## src/rtl/sensor_snapshot_regs.sv

```systemverilog
// sensor_snapshot_regs
//   Byte-addressed register bank for the flight-sensor readout path.
//   Each of NUM_CH channels keeps a live word of CH_BYTES bytes, captured on
//   its ch_valid strobe. A snapshot copies every live word plus the per-channel
//   stale flags into a shadow bank in one edge, so multi-byte reads of the
//   shadow are always coherent. Reads only ever see the shadow bank.
//
// Ports
//   clk       in   rising-edge clock
//   rst       in   asynchronous, active-high reset
//   ch_data   in   live sensor words, channel k at [k*CH_BYTES*8 +: CH_BYTES*8]
//   ch_valid  in   per-channel update strobe (1-cycle pulse)
//   snap_req  in   explicit snapshot request pulse
//   rd_req    in   read request, may be asserted every cycle
//   rd_addr   in   byte address, sampled with rd_req
//   rd_data   out  read data, valid while rd_ack=1, otherwise holds last value
//   rd_ack    out  read completion, one cycle per accepted request
//   rd_err    out  out-of-range flag, qualified by rd_ack
//   snap_seq  out  snapshot sequence number (mod 256)
//
// Address map (NB = NUM_CH*CH_BYTES, SB = ceil(NUM_CH/8))
//   0                  snap_seq
//   1 .. NB            shadow channel k byte j (j=0 is MSB) at 1 + k*CH_BYTES + j
//   NB+1 .. NB+SB      shadow stale bitmap, channel k at byte NB+1+k/8, bit k%8
//   above              reads 0x00 with rd_err=1
//
// Read handshake: a request is accepted on every rising edge where rd_req=1;
// there is no backpressure. The accepting edge registers rd_ack=1 together
// with rd_data/rd_err, so the completion is visible for exactly the following
// cycle. The returned data reflects any snapshot taken on that same edge
// (including the auto-snapshot of an address-0 read). Reset clears rd_ack
// immediately, so a completion in flight is dropped.

module sensor_snapshot_regs #(
  parameter int NUM_CH      = 12,
  parameter int CH_BYTES    = 2,
  parameter int ADDR_W      = 8,
  parameter int AGE_W       = 16,
  parameter int STALE_LIMIT = 1000,
  parameter int AUTO_SNAP   = 1
) (
  input  logic                           clk,
  input  logic                           rst,
  input  logic [NUM_CH*CH_BYTES*8-1:0]   ch_data,
  input  logic [NUM_CH-1:0]              ch_valid,
  input  logic                           snap_req,
  input  logic                           rd_req,
  input  logic [ADDR_W-1:0]              rd_addr,
  output logic [7:0]                     rd_data,
  output logic                           rd_ack,
  output logic                           rd_err,
  output logic [7:0]                     snap_seq
);

  localparam int CW = CH_BYTES * 8;           // bits per channel
  localparam int NB = NUM_CH * CH_BYTES;      // shadow data bytes
  localparam int SB = (NUM_CH + 7) / 8;       // stale bitmap bytes
  localparam int DW = NB * 8;

  localparam logic [AGE_W-1:0] AGE_MAX  = '1;
  localparam logic [AGE_W-1:0] STALE_TH = AGE_W'(STALE_LIMIT);

  logic [DW-1:0]     live_q;
  logic [DW-1:0]     live_nxt;
  logic [DW-1:0]     shadow_q;
  logic [DW-1:0]     shadow_nxt;
  logic [AGE_W-1:0]  age_q [NUM_CH];
  logic [NUM_CH-1:0] stale_cap;
  logic [NUM_CH-1:0] shadow_stale_q;
  logic [NUM_CH-1:0] shadow_stale_nxt;
  logic [SB*8-1:0]   stale_pad;
  logic              snap;
  logic [7:0]        seq_nxt;
  logic [7:0]        rd_data_nxt;
  logic              rd_err_nxt;
  int                addr_i;

  // Next-state of the live and shadow banks. live_nxt already contains any
  // word arriving this cycle, so loading the shadow from live_nxt gives the
  // same-cycle bypass for free. A channel updating on the snapshot edge is
  // by definition fresh, so its captured stale flag is forced to 0.
  always_comb begin
    snap      = snap_req | ((AUTO_SNAP != 0) & rd_req & (rd_addr == '0));
    live_nxt  = live_q;
    stale_cap = '0;
    for (int k = 0; k < NUM_CH; k++) begin
      if (ch_valid[k]) begin
        live_nxt[k*CW +: CW] = ch_data[k*CW +: CW];
      end
      stale_cap[k] = ~ch_valid[k] & (age_q[k] >= STALE_TH);
    end
    shadow_nxt       = snap ? live_nxt  : shadow_q;
    shadow_stale_nxt = snap ? stale_cap : shadow_stale_q;
    seq_nxt          = snap ? snap_seq + 8'd1 : snap_seq;
  end

  // Read decode works on the post-snapshot view so a read on the snapshot
  // edge already returns the new contents.
  always_comb begin
    addr_i      = int'(rd_addr);
    stale_pad   = '0;
    stale_pad[NUM_CH-1:0] = shadow_stale_nxt;
    rd_data_nxt = '0;
    rd_err_nxt  = (addr_i > NB + SB);
    if (addr_i == 0) begin
      rd_data_nxt = seq_nxt;
    end
    for (int k = 0; k < NUM_CH; k++) begin
      for (int j = 0; j < CH_BYTES; j++) begin
        if (addr_i == 1 + k*CH_BYTES + j) begin
          rd_data_nxt = shadow_nxt[k*CW + (CH_BYTES-1-j)*8 +: 8];
        end
      end
    end
    for (int s = 0; s < SB; s++) begin
      if (addr_i == NB + 1 + s) begin
        rd_data_nxt = stale_pad[s*8 +: 8];
      end
    end
  end

  always_ff @(posedge clk or posedge rst) begin
    if (rst) begin
      live_q         <= '0;
      shadow_q       <= '0;
      shadow_stale_q <= '1;
      snap_seq       <= '0;
      rd_data        <= '0;
      rd_ack         <= 1'b0;
      rd_err         <= 1'b0;
      for (int k = 0; k < NUM_CH; k++) begin
        age_q[k] <= AGE_MAX;
      end
    end else begin
      live_q         <= live_nxt;
      shadow_q       <= shadow_nxt;
      shadow_stale_q <= shadow_stale_nxt;
      snap_seq       <= seq_nxt;
      rd_ack         <= rd_req;
      rd_err         <= rd_req & rd_err_nxt;
      if (rd_req) begin
        rd_data <= rd_data_nxt;
      end
      // Ages saturate so a long-dead sensor never wraps back to "fresh".
      for (int k = 0; k < NUM_CH; k++) begin
        if (ch_valid[k]) begin
          age_q[k] <= '0;
        end else if (age_q[k] != AGE_MAX) begin
          age_q[k] <= age_q[k] + AGE_W'(1);
        end
      end
    end
  end

endmodule

```

## config.mk

```make
export PLATFORM = sky130hd
export DESIGN_NAME = sensor_snapshot_regs
export DESIGN_NICKNAME = d
export VERILOG_FILES = /design/src/rtl/sensor_snapshot_regs.sv
export SDC_FILE = /design/constraint.sdc
export NUM_CORES = 1
export LEC_CHECK = 0
export BUFFER_PORTS_ARGS = -buffer_cell sky130_fd_sc_hd__clkbuf_2
export CORE_MARGIN = 2
export CORE_UTILIZATION = 44
export CTS_CLUSTER_SIZE = 16
export DETAILED_ROUTE_END_ITERATION = 12
export HOLD_SLACK_MARGIN = 0.12
export PLACE_DENSITY = 0.68
export SETUP_SLACK_MARGIN = 0.15
export SYNTH_ARGS = -nofsm -noshare
export SYNTH_HDL_FRONTEND = slang
export SYNTH_SLANG_ARGS = --single-unit
```

## constraint.sdc

```tcl
create_clock -name clk -period 46 [get_ports clk]
set_input_delay 11.5 -clock clk [delete_from_list [all_inputs] [get_ports clk]]
set_output_delay 11.5 -clock clk [all_outputs]
set_load 0.1 [all_outputs]
```

==> results of run 1 <==
-- layout make-up --
cell class	count	area [um2]	area share (%)
Multi-Input combinational cell	1751	11500	35.8
Clock buffer	93	1880	5.85
Clock inverter	31	410	1.28
Sequential cell	606	15400	48.1
Inverter	111	424	1.32
Tap cell	846	1060	3.30
Timing Repair Buffer	263	1400	4.38
-- per-layer routing --
layer	track usage [%]	vias to the layer above	part of all wire, %
met5	0	-	0.011
met4	7.94	2	3.3
met3	5.40	155	7.3
met2	39.7	746	47
met1	32.7	10536	42
li1	-	9439	-
-- state kept, by name, indices dropped and copies added (netlist names) --
register,flops
age_q,192
shadow_stale_q,12
rd_ack,1
rd_err,1
rd_data,8
live_q,192
snap_seq,8
shadow_q,192
-- worst register-to-register path: cells and delay by family, from the launching register on --
kind	cells	cell delay, ns
mux	2	0.59
compound gates	4	1.28
simple gates	1	0.61
flops	1	0.35
-- cell families after synthesis --
logic type	synth area share (%)
AO/OA/AOI/OAI	9.06
XOR/XNOR	4.50
adder cells (fa/ha/maj)	1.12
buffers and inverters	3.42
flip-flops	55.4
multiplexers	11.0
AND/OR/NAND/NOR	15.5
-- worst max-delay path by stage --
stage	cells after the start	endpoint	slack [ns]	from
after floorplan	1	live_q[0]	17.87	rst
after global placement	12	rd_data[1]	29.79	rd_addr[5]
after detailed placement	12	rd_data[1]	29.79	rd_addr[5]
after CTS	12	rd_data[1]	30.41	rd_addr[5]
after global routing	12	rd_data[5]	29.92	rd_addr[5]
final	12	rd_data[1]	30.35	rd_addr[5]
-- through the flow --
| step | utilization (%) | std cells | hold WS, ns | cell area (um2) |
|---|---|---|---|---|
| after floorplan | - | 2589 | 0.439 | 27800 |
| after global placement | 47.4 | 3577 | 0.464 | 29800 |
| after detailed placement | 47.4 | 3577 | 0.471 | 29800 |
| after CTS | 51.0 | 3701 | 0.484 | 32100 |
| after global routing | 51.0 | 3701 | 0.507 | 32100 |
| final | 51.0 | 3701 | 0.486 | 32100 |
-- cell usage after synthesis (15+ instances only) --
cell,instances
and2_1,18
nand4_1,61
o21ai_0,48
nand2_1,125
dfrtp_1,402
xor2_1,102
buf_1,20
nor3_1,36
dfstp_2,204
or3_1,15
ha_1,25
inv_1,110
clkbuf_1,74
a2111oi_0,15
mux2i_1,70
a211oi_1,27
nand3_1,89
mux2_2,195
a21oi_1,94
nor2_1,483
and3_1,39
a31oi_1,20
a311oi_1,19
xnor2_1,41
-- power by group through the flow --
stage / Combinational, mW / Sequential, mW / Clock (mW)
final: 0.168 / 0.602 / 0.559
after global placement: 0.164 / 0.608 / 0
after global routing: 0.180 / 0.606 / 0.592
after detailed placement: 0.167 / 0.610 / 0
after floorplan: 0.0868 / 0.632 / 0
after CTS: 0.168 / 0.601 / 0.568
==> metrics.md, run 1 <==
| Metric | Value |
|---|---|
| Tcrit/Tclk final | 34.0% |
| Psw | 362 uW |
| Routed len/inst | 21.7 um |
| Synth Register Bits | 606 |
| CTS tree | yes |
| Avg Synthesized Cell Area | 10.8 um2 |
| Fin crit period | 15.65 ns |
| Min setup slack post-route | 30.35 ns |
| Layout cells sized above 1 | 27.4% |
| Internal Power | 967 uW |
| Fin nets | 3041 |
| CP max-delay cell | a31o_4 |
| Clock buffer depth | 3 |
| Area contributors post-synth | dfrtp_1 36%, dfstp_2 19%, mux2_2 7.9% |
| # port buffers | 233 |
| CP Capture Type | flip-flop |
| Core Region | 62900 um2 |
| Unique masters post-synth | 75 |
| Netlist Area Pre-Place | 27800 um2 |
| First-pass GRT wire length | 124 mm |
| Kind of critical path | in2reg |
| Number of vias per cell | 5.64 |
| Slew headroom | 13.5% |
| Place WS | 29.79 ns |
| Post-route clock skew | 0.0305 ns |
| Clock-pin slew on the worst setup and hold paths | 0.06 ns |
| Initial drt markers | 1781 |
| Reg-to-reg endpoint | rd_data[7] |
| Unrepaired setup endpoints after global routing | false |
| Crit-path max FO | 77 |
| Status | finished clean |
| Worst-Skew Late Latency | 0.62 ns |
| Synth async-reset ratio | 100% |
| Worst vdd rail ir drop | 0.0473 mV |
| Overall Power | 1.33 mW |
| Setup Buffers After CTS | 0 |
| Largest delay share family, worst path | compound AO/OA/AOI/OAI gates |
| Sw Share | 27.2% |
| Logic gate share of total power | 12.7% |
| Hold Fails Final Rpt | 0 |
| CP arrival | 16.14 ns |
| Setup Total Neg Slack | 0 ns |
| Worst Hold Class | reg2reg |
| Leakage power | 13.6 nW |
| Pwr per Cell Area | 41.4 nW/um2 |
| Die footprint | 65300 um2 |
| Highest-count cells in the layout ignoring fill and taps | 483 x nor2_1, 402 x dfrtp_1, 233 x clkbuf_2, 204 x dfstp_2, 195 x mux2_2 |
| DR DRC count | 0 |
| Cts bufs inserted | 67 |
| Diode count | 0 |
| Root Buffer | clkbuf_16 |
| Fmax | 63.9 MHz |
| Gate Count Post-Synth | 2589 |
| Boundary pin count | 234 |
| Worst-Margin Slew | 1.29 ns |
| EDFF count, synth | 0 |
| Row count | 92 |
| Worst r2r src | live_q[103] |
| Flop2flop setup slack | 43.01 ns |
| Predominant post-synthesis flop cell | dfrtp_1 |
| R2R depth | 7 |
| Most common cell after layout, fill and taps aside | nor2_1 |
| Initial antenna violation count | 1 |
| Critical path, cell by cell | clkbuf_2, nor4_4, buf_4, a31o_4, buf_4, buf_4, mux2_2, a22o_1, a211o_1, a211o_1, a221oi_1, a21oi_1 |
| Max-slew violation count | 0 |
| Post-CTS Hold Fix Bufs | 0 |
| Total grt overflow | 0 |
| Max Cap Viol | 0 |
| Width of the die | 256 um |
| Filler cell count | 5673 |
| Worst min-delay path endpoint | shadow_q[47] |
| Post-cts gate resize count | 0 |
| Sink Count | 606 |
| Area share of the largest cell type after synthesis | 36.1% |
| Setup crit start kind | input port |
| First-pass DRT Iterations | 8 |
| Initial Util | 44.3% |
| Final ANT Viol Nets | 0 |
| Max stage delay on crit path | 0.90 ns |
| Cell mode on critical path | buf_4 |
| WP buf/inv | 4 |
| Vias in the first global route | 21321 |
| Synthesis-to-layout area growth | 15.3% |
| Drt total wl | 80.4 mm |
| Required time of the critical path | 46.49 ns |
| Largest net degree at the start of global routing | 169 |
| Clock power frac | 42.1% |
| Final Wtd Congestion | 0.925 |
| Reg power frac | 45.3% |
| Setup-failing EPs final | 0 |
| Hold depth | 1 |
| Die height | 256 um |
| H-tree depth | 3 |
| Estimated wirelength of the detail-placed design | 57.4 mm |
| Cell taking the most area after synthesis | dfrtp_1 |
| GR Util All Layers | 24.5% |
| Post-Syn Nets | 2830 |
| Total number of vias | 20878 |
| Post-synthesis sequential area ratio | 55.4% |
| Yosys warning count | 0 |
| Min-Delay Startpoint | shadow_q[47] |
Power figures use the tool's default switching activity.
==> inputs of run 2 (changes only) <==
- clock period: 46 -> 16.4 ns (I/O delays scaled with it)
==> run 2 against run 1 <==
Register-to-register slack lost 29 ns. Cell count is essentially flat. Sequential power grew to 2.8 times the previous value. Via count is essentially flat. Die area is the same. Clock-buffer cell count grew 6. Setup slack lost 23 ns. Final area shrank 0.20%. Clock skew shrank 0.00087 ns. First-iteration DRC count grew 10%. Clock power grew to 2.7 times the previous value. Critical path depth shrank 1. Largest cell class unchanged.
==> metrics.md, run 2 (synthesized netlist as in run 1, its figures left out) <==
| Metric | Value |
|---|---|
| Status | finished clean (unchanged) |
| Hold Fails Final Rpt | 0 (unchanged) |
| Slew headroom | 3.25% (was 13.5%) |
| Core Region | 62900 um2 (unchanged) |
| H-tree depth | 3 (unchanged) |
| Estimated wirelength of the detail-placed design | 57.6 mm (was 57.4 mm) |
| R2R depth | 7 (unchanged) |
| Total number of vias | 20875 (was 20878) |
| Tcrit/Tclk final | 52.5% |
| Storage element area | 15400 um2 (unchanged) |
| Unrepaired setup endpoints after global routing | false (unchanged) |
| Fin util | 50.9% (was 51.0%) |
| Pwr per Cell Area | 114 nW/um2 (was 41.4 nW/um2) |
| Crit-path max FO | 189 (was 77) |
| Flop2flop setup slack | 13.63 ns (was 43.01 ns) |
| CTS tree | yes (unchanged) |
| First-pass DRT Iterations | 5 (was 8) |
| Clock-pin slew on the worst setup and hold paths | 0.06 ns (about the same) |
| Initial Util | 44.3% (unchanged) |
| Worst r2r src | live_q[127] (was live_q[103]) |
| Kind of critical path | in2reg (unchanged) |
| Number of vias per cell | 5.64 (about the same) |
| Final Wtd Congestion | 0.955 (was 0.925) |
| Largest delay share family, worst path | compound AO/OA/AOI/OAI gates (unchanged) |
| Width of the die | 256 um (unchanged) |
| Vias in the first global route | 20798 (was 21321) |
| Die height | 256 um (unchanged) |
| CP Capture Type | flip-flop (unchanged) |
| CP Capture Point | rd_data[7] (was rd_data[1]) |
| DR DRC count | 0 (unchanged) |
| Sink Count | 606 (unchanged) |
| Layout cells sized above 1 | 27.3% (was 27.4%) |
| Routed len/inst | 21.8 um (was 21.7 um) |
| GR Util met2 | 38.6% (was 39.7%) |
| GR Util All Layers | 24.4% (was 24.5%) |
| Required time of the critical path | 16.87 ns (was 46.49 ns) |
| CP max-delay cell | nor4_4 (was a31o_4) |
| Cts bufs inserted | 67 (unchanged) |
| Total grt overflow | 0 (unchanged) |
| Worst vdd rail ir drop | 0.156 mV (was 0.0473 mV) |
| Synthesis-to-layout area growth | 15.0% (was 15.3%) |
| Filler cell count | 5658 (was 5673) |
| Max Cap Viol | 0 (unchanged) |
| Area post-placement | 29800 um2 (about the same) |
| Post-cts gate resize count | 0 (unchanged) |
| WP depth | 11 (was 12) |
| CP arrival | 9.08 ns (was 16.14 ns) |
| Die footprint | 65300 um2 (unchanged) |
| Most used routing layer | met2 (unchanged) |
| Initial drt markers | 1962 (was 1781) |
| Worst-Margin Slew | 1.44 ns (was 1.29 ns) |
| Initial antenna violation count | 2 (was 1) |
| Met3 Use GR | 5.29% (was 5.40%) |
| Met1 GRT Util | 33.1% (was 32.7%) |
| Final ANT Viol Nets | 0 (unchanged) |
| Largest net degree at the start of global routing | 195 (was 169) |
| First-pass GRT wire length | 124 mm (about the same) |
| Highest-count cells in the layout ignoring fill and taps | 483 x nor2_1, 402 x dfrtp_1, 233 x clkbuf_2, 204 x dfstp_2, 195 x mux2_2 (unchanged) |
| Setup Total Neg Slack | 0 ns (unchanged) |
| Post-route clock skew | 0.0296 ns (was 0.0305 ns) |
| Max-slew violation count | 0 (unchanged) |
| Boundary pin count | 234 (unchanged) |
| Worst-Skew Late Latency | 0.61 ns (was 0.62 ns) |
| Final Instance Area | 32000 um2 (was 32100 um2) |
| Worst Hold Class | reg2reg (unchanged) |
| Drt total wl | 80.6 mm (was 80.4 mm) |
| Critical path, cell by cell | clkbuf_2, buf_4, nor4_4, a31o_4, buf_12, mux2_2, a2111oi_0, o211ai_1, or4_1, a222oi_1, a21oi_1 (was clkbuf_2, nor4_4, buf_4, a31o_4, buf_4, buf_4, mux2_2, a22o_1, a211o_1, a211o_1, a221oi_1, a21oi_1) |
| Leakage power | 13.5 nW (was 13.6 nW) |
| Area of the multi-input gates | 11500 um2 (about the same) |
| Row count | 92 (unchanged) |
| Largest regs | age_q: 192 flops, live_q: 192 flops, shadow_q: 192 flops (unchanged) |
| Reg-to-reg endpoint | rd_data[7] (unchanged) |
| Setup-failing EPs final | 0 (unchanged) |
| # port buffers | 233 (unchanged) |
| Setup Buffers After CTS | 0 (unchanged) |
| Post-CTS Hold Fix Bufs | 0 (unchanged) |
| Most common cell after layout, fill and taps aside | nor2_1 (unchanged) |
| Clock buffer depth | 3 (unchanged) |
| Fin nets | 3040 (was 3041) |
| Crit. Startpoint | rd_addr[0] (was rd_addr[5]) |
| Setup crit start kind | input port (unchanged) |
| Fmax | 116 MHz |
| Max stage delay on crit path | 0.95 ns (was 0.90 ns) |
| WP buf/inv | 3 (was 4) |
| Diode count | 0 (unchanged) |
| Root Buffer | clkbuf_16 (unchanged) |
| Fin crit period | 8.61 ns |
## run 2: through the flow
| step | hold WS [ns] | power (mW) | instances | setup WS, ns |
|---|---|---|---|---|
| 4_1_cts | 0.487 | 3.69 | 3698 | 7.91 |
| 2_1_floorplan | 0.439 | 2.02 | 2589 | 4.20 |
| 5_1_grt | 0.500 | 3.81 | 3698 | 7.51 |
| 3_3_place_gp | 0.462 | 2.17 | 3576 | 7.44 |
| 3_5_place_dp | 0.470 | 2.18 | 3576 | 7.29 |
| 6_report | 0.486 | 3.67 | 3698 | 7.79 |
## run 2: worst register-to-register path, delay by kind of cell, from the launching register on
kind | cells | cell delay (ns)
AND/OR/NAND/NOR | 1 | 0.63
multiplexers | 1 | 0.29
AO/OA/AOI/OAI | 5 | 1.34
flip-flops | 1 | 0.36
## run 2: worst min path at each step
stage | depth (start not counted) | to | slack [ns] | from
2_1_floorplan | 2 | live_q[119] | 0.44 | live_q[119]
3_3_place_gp | 2 | shadow_q[64] | 0.46 | shadow_q[64]
3_5_place_dp | 2 | shadow_q[187] | 0.47 | shadow_q[187]
4_1_cts | 2 | shadow_q[187] | 0.49 | shadow_q[187]
5_1_grt | 1 | shadow_q[47] | 0.50 | shadow_q[47]
6_report | 2 | shadow_q[77] | 0.49 | shadow_q[77]
## run 2: layout make-up
cell class / count / share of cell area (%)
flip-flops and latches: 606 / 48.2
multi-input cells: 1751 / 35.9
clock buffers: 99 / 6.12
repair buffers: 262 / 4.44
well taps: 846 / 3.31
inverters: 111 / 1.31
clock inverters: 23 / 0.758
## run 2: power by group
group / internal [mW] / switching (mW) / leakage (nW)
Combinational: 0.148 / 0.325 / 5.71
Clock: 0.883 / 0.620 / 1.08
Sequential: 1.63 / 0.0595 / 6.76
## run 2: per-layer routing
metal	wire length, um	up-vias
met5	24	-
met4	3390	4
met3	5510	178
met2	37400	751
met1	34300	10476
li1	-	9466
==> inputs of run 3 (changes only) <==
- ABC_AREA: default -> 1
- clock period: 16.4 -> 8.8 ns (I/O delays scaled with it)
==> run 3 against run 2 <==
Power grew 87%. Cell count grew 20%. Clock power grew 100%. Critical path type unchanged. Highest routed layer unchanged. Wire length shrank 6.9%.
==> metrics.md, run 3 <==
| Metric | Value |
|---|---|
| Status | finished clean (unchanged) |
| CTS tree | yes (unchanged) |
| Fmax | 171 MHz |
| Commonest cells post-synth | 984 x nand2_1, 406 x nor2_1, 402 x dfrtp_1, 305 x inv_1, 204 x dfstp_2 (was 483 x nor2_1, 402 x dfrtp_1, 204 x dfstp_2, 195 x mux2_2, 125 x nand2_1) |
| Clock power frac | 43.6% (was 41.0%) |
| Post-CTS Hold Fix Bufs | 0 (unchanged) |
| Setup-failing EPs final | 0 (unchanged) |
| Gate Count Post-Synth | 3331 (was 2589) |
| Synth Register Bits | 606 (unchanged) |
| Fin nets | 3780 (was 3040) |
| Initial Util | 44.4% (was 44.3%) |
| Max-slew violation count | 0 (unchanged) |
| Psw | 1.84 mW (was 1.00 mW) |
| Worst Hold Class | reg2reg (unchanged) |
| Post-cts gate resize count | 0 (unchanged) |
| Unique masters post-synth | 48 (was 75) |
| Yosys warning count | 0 (unchanged) |
| First-pass GRT wire length | 120 mm (was 124 mm) |
| Area post-placement | 29700 um2 (was 29800 um2) |
| Clock-pin slew on the worst setup and hold paths | 0.06 ns (about the same) |
| Area share of the largest cell type after synthesis | 36.0% (was 36.1%) |
| Largest net degree at the start of global routing | 181 (was 195) |
| Worst vdd rail ir drop | 0.127 mV (was 0.156 mV) |
| Netlist Area Pre-Place | 27900 um2 (was 27800 um2) |
| Estimated wirelength of the detail-placed design | 54.1 mm (was 57.6 mm) |
| Area contributors post-synth | dfrtp_1 36%, dfstp_2 19%, nand2_1 13% (was dfrtp_1 36%, dfstp_2 19%, mux2_2 7.9%) |
| Unrepaired setup endpoints after global routing | false (unchanged) |
| Highest-count cells in the layout ignoring fill and taps | 984 x nand2_1, 406 x nor2_1, 402 x dfrtp_1, 304 x inv_1, 233 x clkbuf_2 (was 483 x nor2_1, 402 x dfrtp_1, 233 x clkbuf_2, 204 x dfstp_2, 195 x mux2_2) |
| Initial antenna violation count | 4 (was 2) |
| Top-count cell post-synth | nand2_1 (was nor2_1) |
| Sw Share | 26.8% (was 27.4%) |
| Row count | 92 (unchanged) |
| Pwr per Cell Area | 214 nW/um2 (was 114 nW/um2) |
| Setup Buffers After CTS | 0 (unchanged) |
| Fin crit period | 5.85 ns |
| Setup crit start kind | input port (unchanged) |
| GR Util All Layers | 23.0% (was 24.4%) |
| Width of the die | 256 um (about the same) |
| Mux contribution to synthesized area | 0% (was 11.0%) |
| DR DRC count | 0 (unchanged) |
| Internal Power | 5.03 mW (was 2.66 mW) |
| Total number of vias | 22999 (was 20875) |
| Synthesis-to-layout area growth | 15.0% (about the same) |
| Sink Count | 606 (unchanged) |
| Post-Synth Adder-Cell Area | 1.12% (about the same) |
| CP arrival | 6.34 ns (was 9.08 ns) |
| Crit-path max FO | 104 (was 189) |
| Tcrit/Tclk final | 66.5% |
| Predominant post-synthesis flop cell | dfrtp_1 (unchanged) |
| Synth async-reset ratio | 100% (unchanged) |
| Filler cell count | 5947 (was 5658) |
| Xor/xnor share of the synthesized area | 0.533% (was 4.50%) |
| # port buffers | 233 (unchanged) |
| Reg power frac | 45.1% (was 46.1%) |
| Required time of the critical path | 9.29 ns (was 16.87 ns) |
| EDFF count, synth | 0 (unchanged) |
| Post-synthesis sequential area ratio | 55.2% (was 55.4%) |
| Final Wtd Congestion | 0.934 (was 0.955) |
| Overall Power | 6.87 mW (was 3.67 mW) |
| Clock buffer depth | 3 (unchanged) |
| Max Cap Viol | 0 (unchanged) |
| Core Region | 63000 um2 (was 62900 um2) |
| Avg Synthesized Cell Area | 8.38 um2 (was 10.8 um2) |
| Root Buffer | clkbuf_16 (unchanged) |
| Logic gate share of total power | 11.3% (was 12.9%) |
| Vias in the first global route | 22170 (was 20798) |
| Cell taking the most area after synthesis | dfrtp_1 (unchanged) |
| Final ANT Viol Nets | 0 (unchanged) |
| CP Capture Type | flip-flop (unchanged) |
| Final Instance Area | 32100 um2 (was 32000 um2) |
| Worst-Skew Late Latency | 0.60 ns (was 0.61 ns) |
| Post-synthesis compound-gate area fraction | 10.1% (was 9.06%) |
| H-tree depth | 3 (unchanged) |
| Hold_ws | 0.466 ns (was 0.486 ns) |
| Slew headroom | 27.6% (was 3.25%) |
| Post-route clock skew | 0.0177 ns (was 0.0296 ns) |
| Main combinational cell family by area after synthesis | simple AND/OR/NAND/NOR gates (unchanged) |
| Most common cell after layout, fill and taps aside | nand2_1 (was nor2_1) |
| Kind of critical path | in2reg (unchanged) |
| Largest regs | age_q: 192 flops, live_q: 192 flops, shadow_q: 192 flops (unchanged) |
| Hold Fails Final Rpt | 0 (unchanged) |
| Routed len/inst | 16.9 um (was 21.8 um) |
| Post-Syn Nets | 3572 (was 2830) |
| Initial drt markers | 1969 (was 1962) |
| Simple-gate share of the synthesized area | 26.9% (was 15.5%) |
| Layout cells sized above 1 | 17.6% (was 27.3%) |
| Die height | 256 um (about the same) |
| Cts bufs inserted | 69 (was 67) |
| Number of vias per cell | 5.18 (was 5.64) |
| Total grt overflow | 0 (unchanged) |
| Leakage power | 14.4 nW (was 13.5 nW) |
| Drt total wl | 75.0 mm (was 80.6 mm) |
| Die footprint | 65500 um2 (was 65300 um2) |
| Boundary pin count | 234 (unchanged) |
| Worst-Margin Slew | 1.09 ns (was 1.44 ns) |
| First-pass DRT Iterations | 8 (was 5) |
## run 3: cell count changes in the layout (fill, tap and decap cells not counted), sizes merged, moves of 38 or more
cell   change
nand2    +864
inv      +198
xnor2     -38
nor3      +45
or2       +54
mux2     -204
a31oi    +143
o21ai    +111
mux2i     -70
xor2      -88
nor2      -72
## run 3: logic make-up (layout without fill, tap and decap cells)
family,Yosys count,in the layout
AND/OR/NAND/NOR,1787,1787
flip-flops,606,606
AO/OA/AOI/OAI,477,477
buffers and inverters,419,683
adder cells (fa/ha/maj),25,25
XOR/XNOR,17,17
other,0,2
## run 3: final cells by class
cell class / count / area (um2) / share of cell area (%)
tap: 846 / 1060 / 3.29
clock inverter: 27 / 348 / 1.08
sequential: 606 / 15400 / 48.0
multi-input combinational: 2306 / 10800 / 33.6
timing repair buffer: 246 / 1300 / 4.05
inverter: 310 / 1170 / 3.63
clock buffer: 100 / 2030 / 6.31
antenna: 2 / 5.00 / 0.0156
## run 3: metal layers
layer | share of wire, % | global-route usage, % | up-vias
li1 | - | - | 11331
met1 | 45 | 32.1 | 10927
met2 | 44 | 34.7 | 591
met3 | 6.8 | 5.67 | 148
met4 | 3.9 | 9.10 | 2
met5 | 0.017 | 0 | -
## run 3: final timing paths
check	startpoint	to	slack, ns	cells after the start
max	rd_addr[7]	rd_data[6]	2.95	23
min in group asynchronous	rst	live_q[14]	1.46	2
max reg2reg	snap_seq[2]	rd_data[5]	5.89	21
min	live_q[175]	live_q[175]	0.47	2
min reg2reg	live_q[175]	live_q[175]	0.47	2
max in group asynchronous	rst	live_q[186]	5.56	4
## run 3: power by group through the flow
stage	Combinational, mW	Sequential, mW	Clock (mW)
after CTS	0.781	3.10	3.05
after detailed placement	0.776	3.14	0
final	0.777	3.10	3.00
after global placement	0.767	3.14	0
after global routing	0.860	3.12	3.16
after floorplan	0.408	3.26	0
## run 3: per-stage QoR
step / setup slack [ns] / instances / TNS (ns) / util [%]
final: 2.95 / 4443 / 0 / 51.0
after global routing: 2.48 / 4441 / 0 / 51.0
after CTS: 3.00 / 4441 / 0 / 51.0
after detailed placement: 2.35 / 4314 / 0 / 47.2
after global placement: 2.42 / 4314 / 0 / 47.2
after floorplan: -1.50 / 3331 / -603.24 / -
## run 3: critical path, cell delays in order
cell	delay, ns
clkbuf_2	0.09
nor2_2	0.33
nand2_4	0.24
nor2_8	0.28
nand2_4	0.16
nand2_8	0.48
inv_2	0.57
o21ai_1	0.34
nor2_1	0.07
nor2_1	0.12
nand4_1	0.14
nor2_1	0.16
nand4_1	0.11
nor2_1	0.10
nand4_1	0.10
nor2_1	0.14
nand4_1	0.11
nor2_1	0.18
nand4_1	0.10
nor2_1	0.10
nand3_1	0.07
nand2_1	0.06
nand2_1	0.05
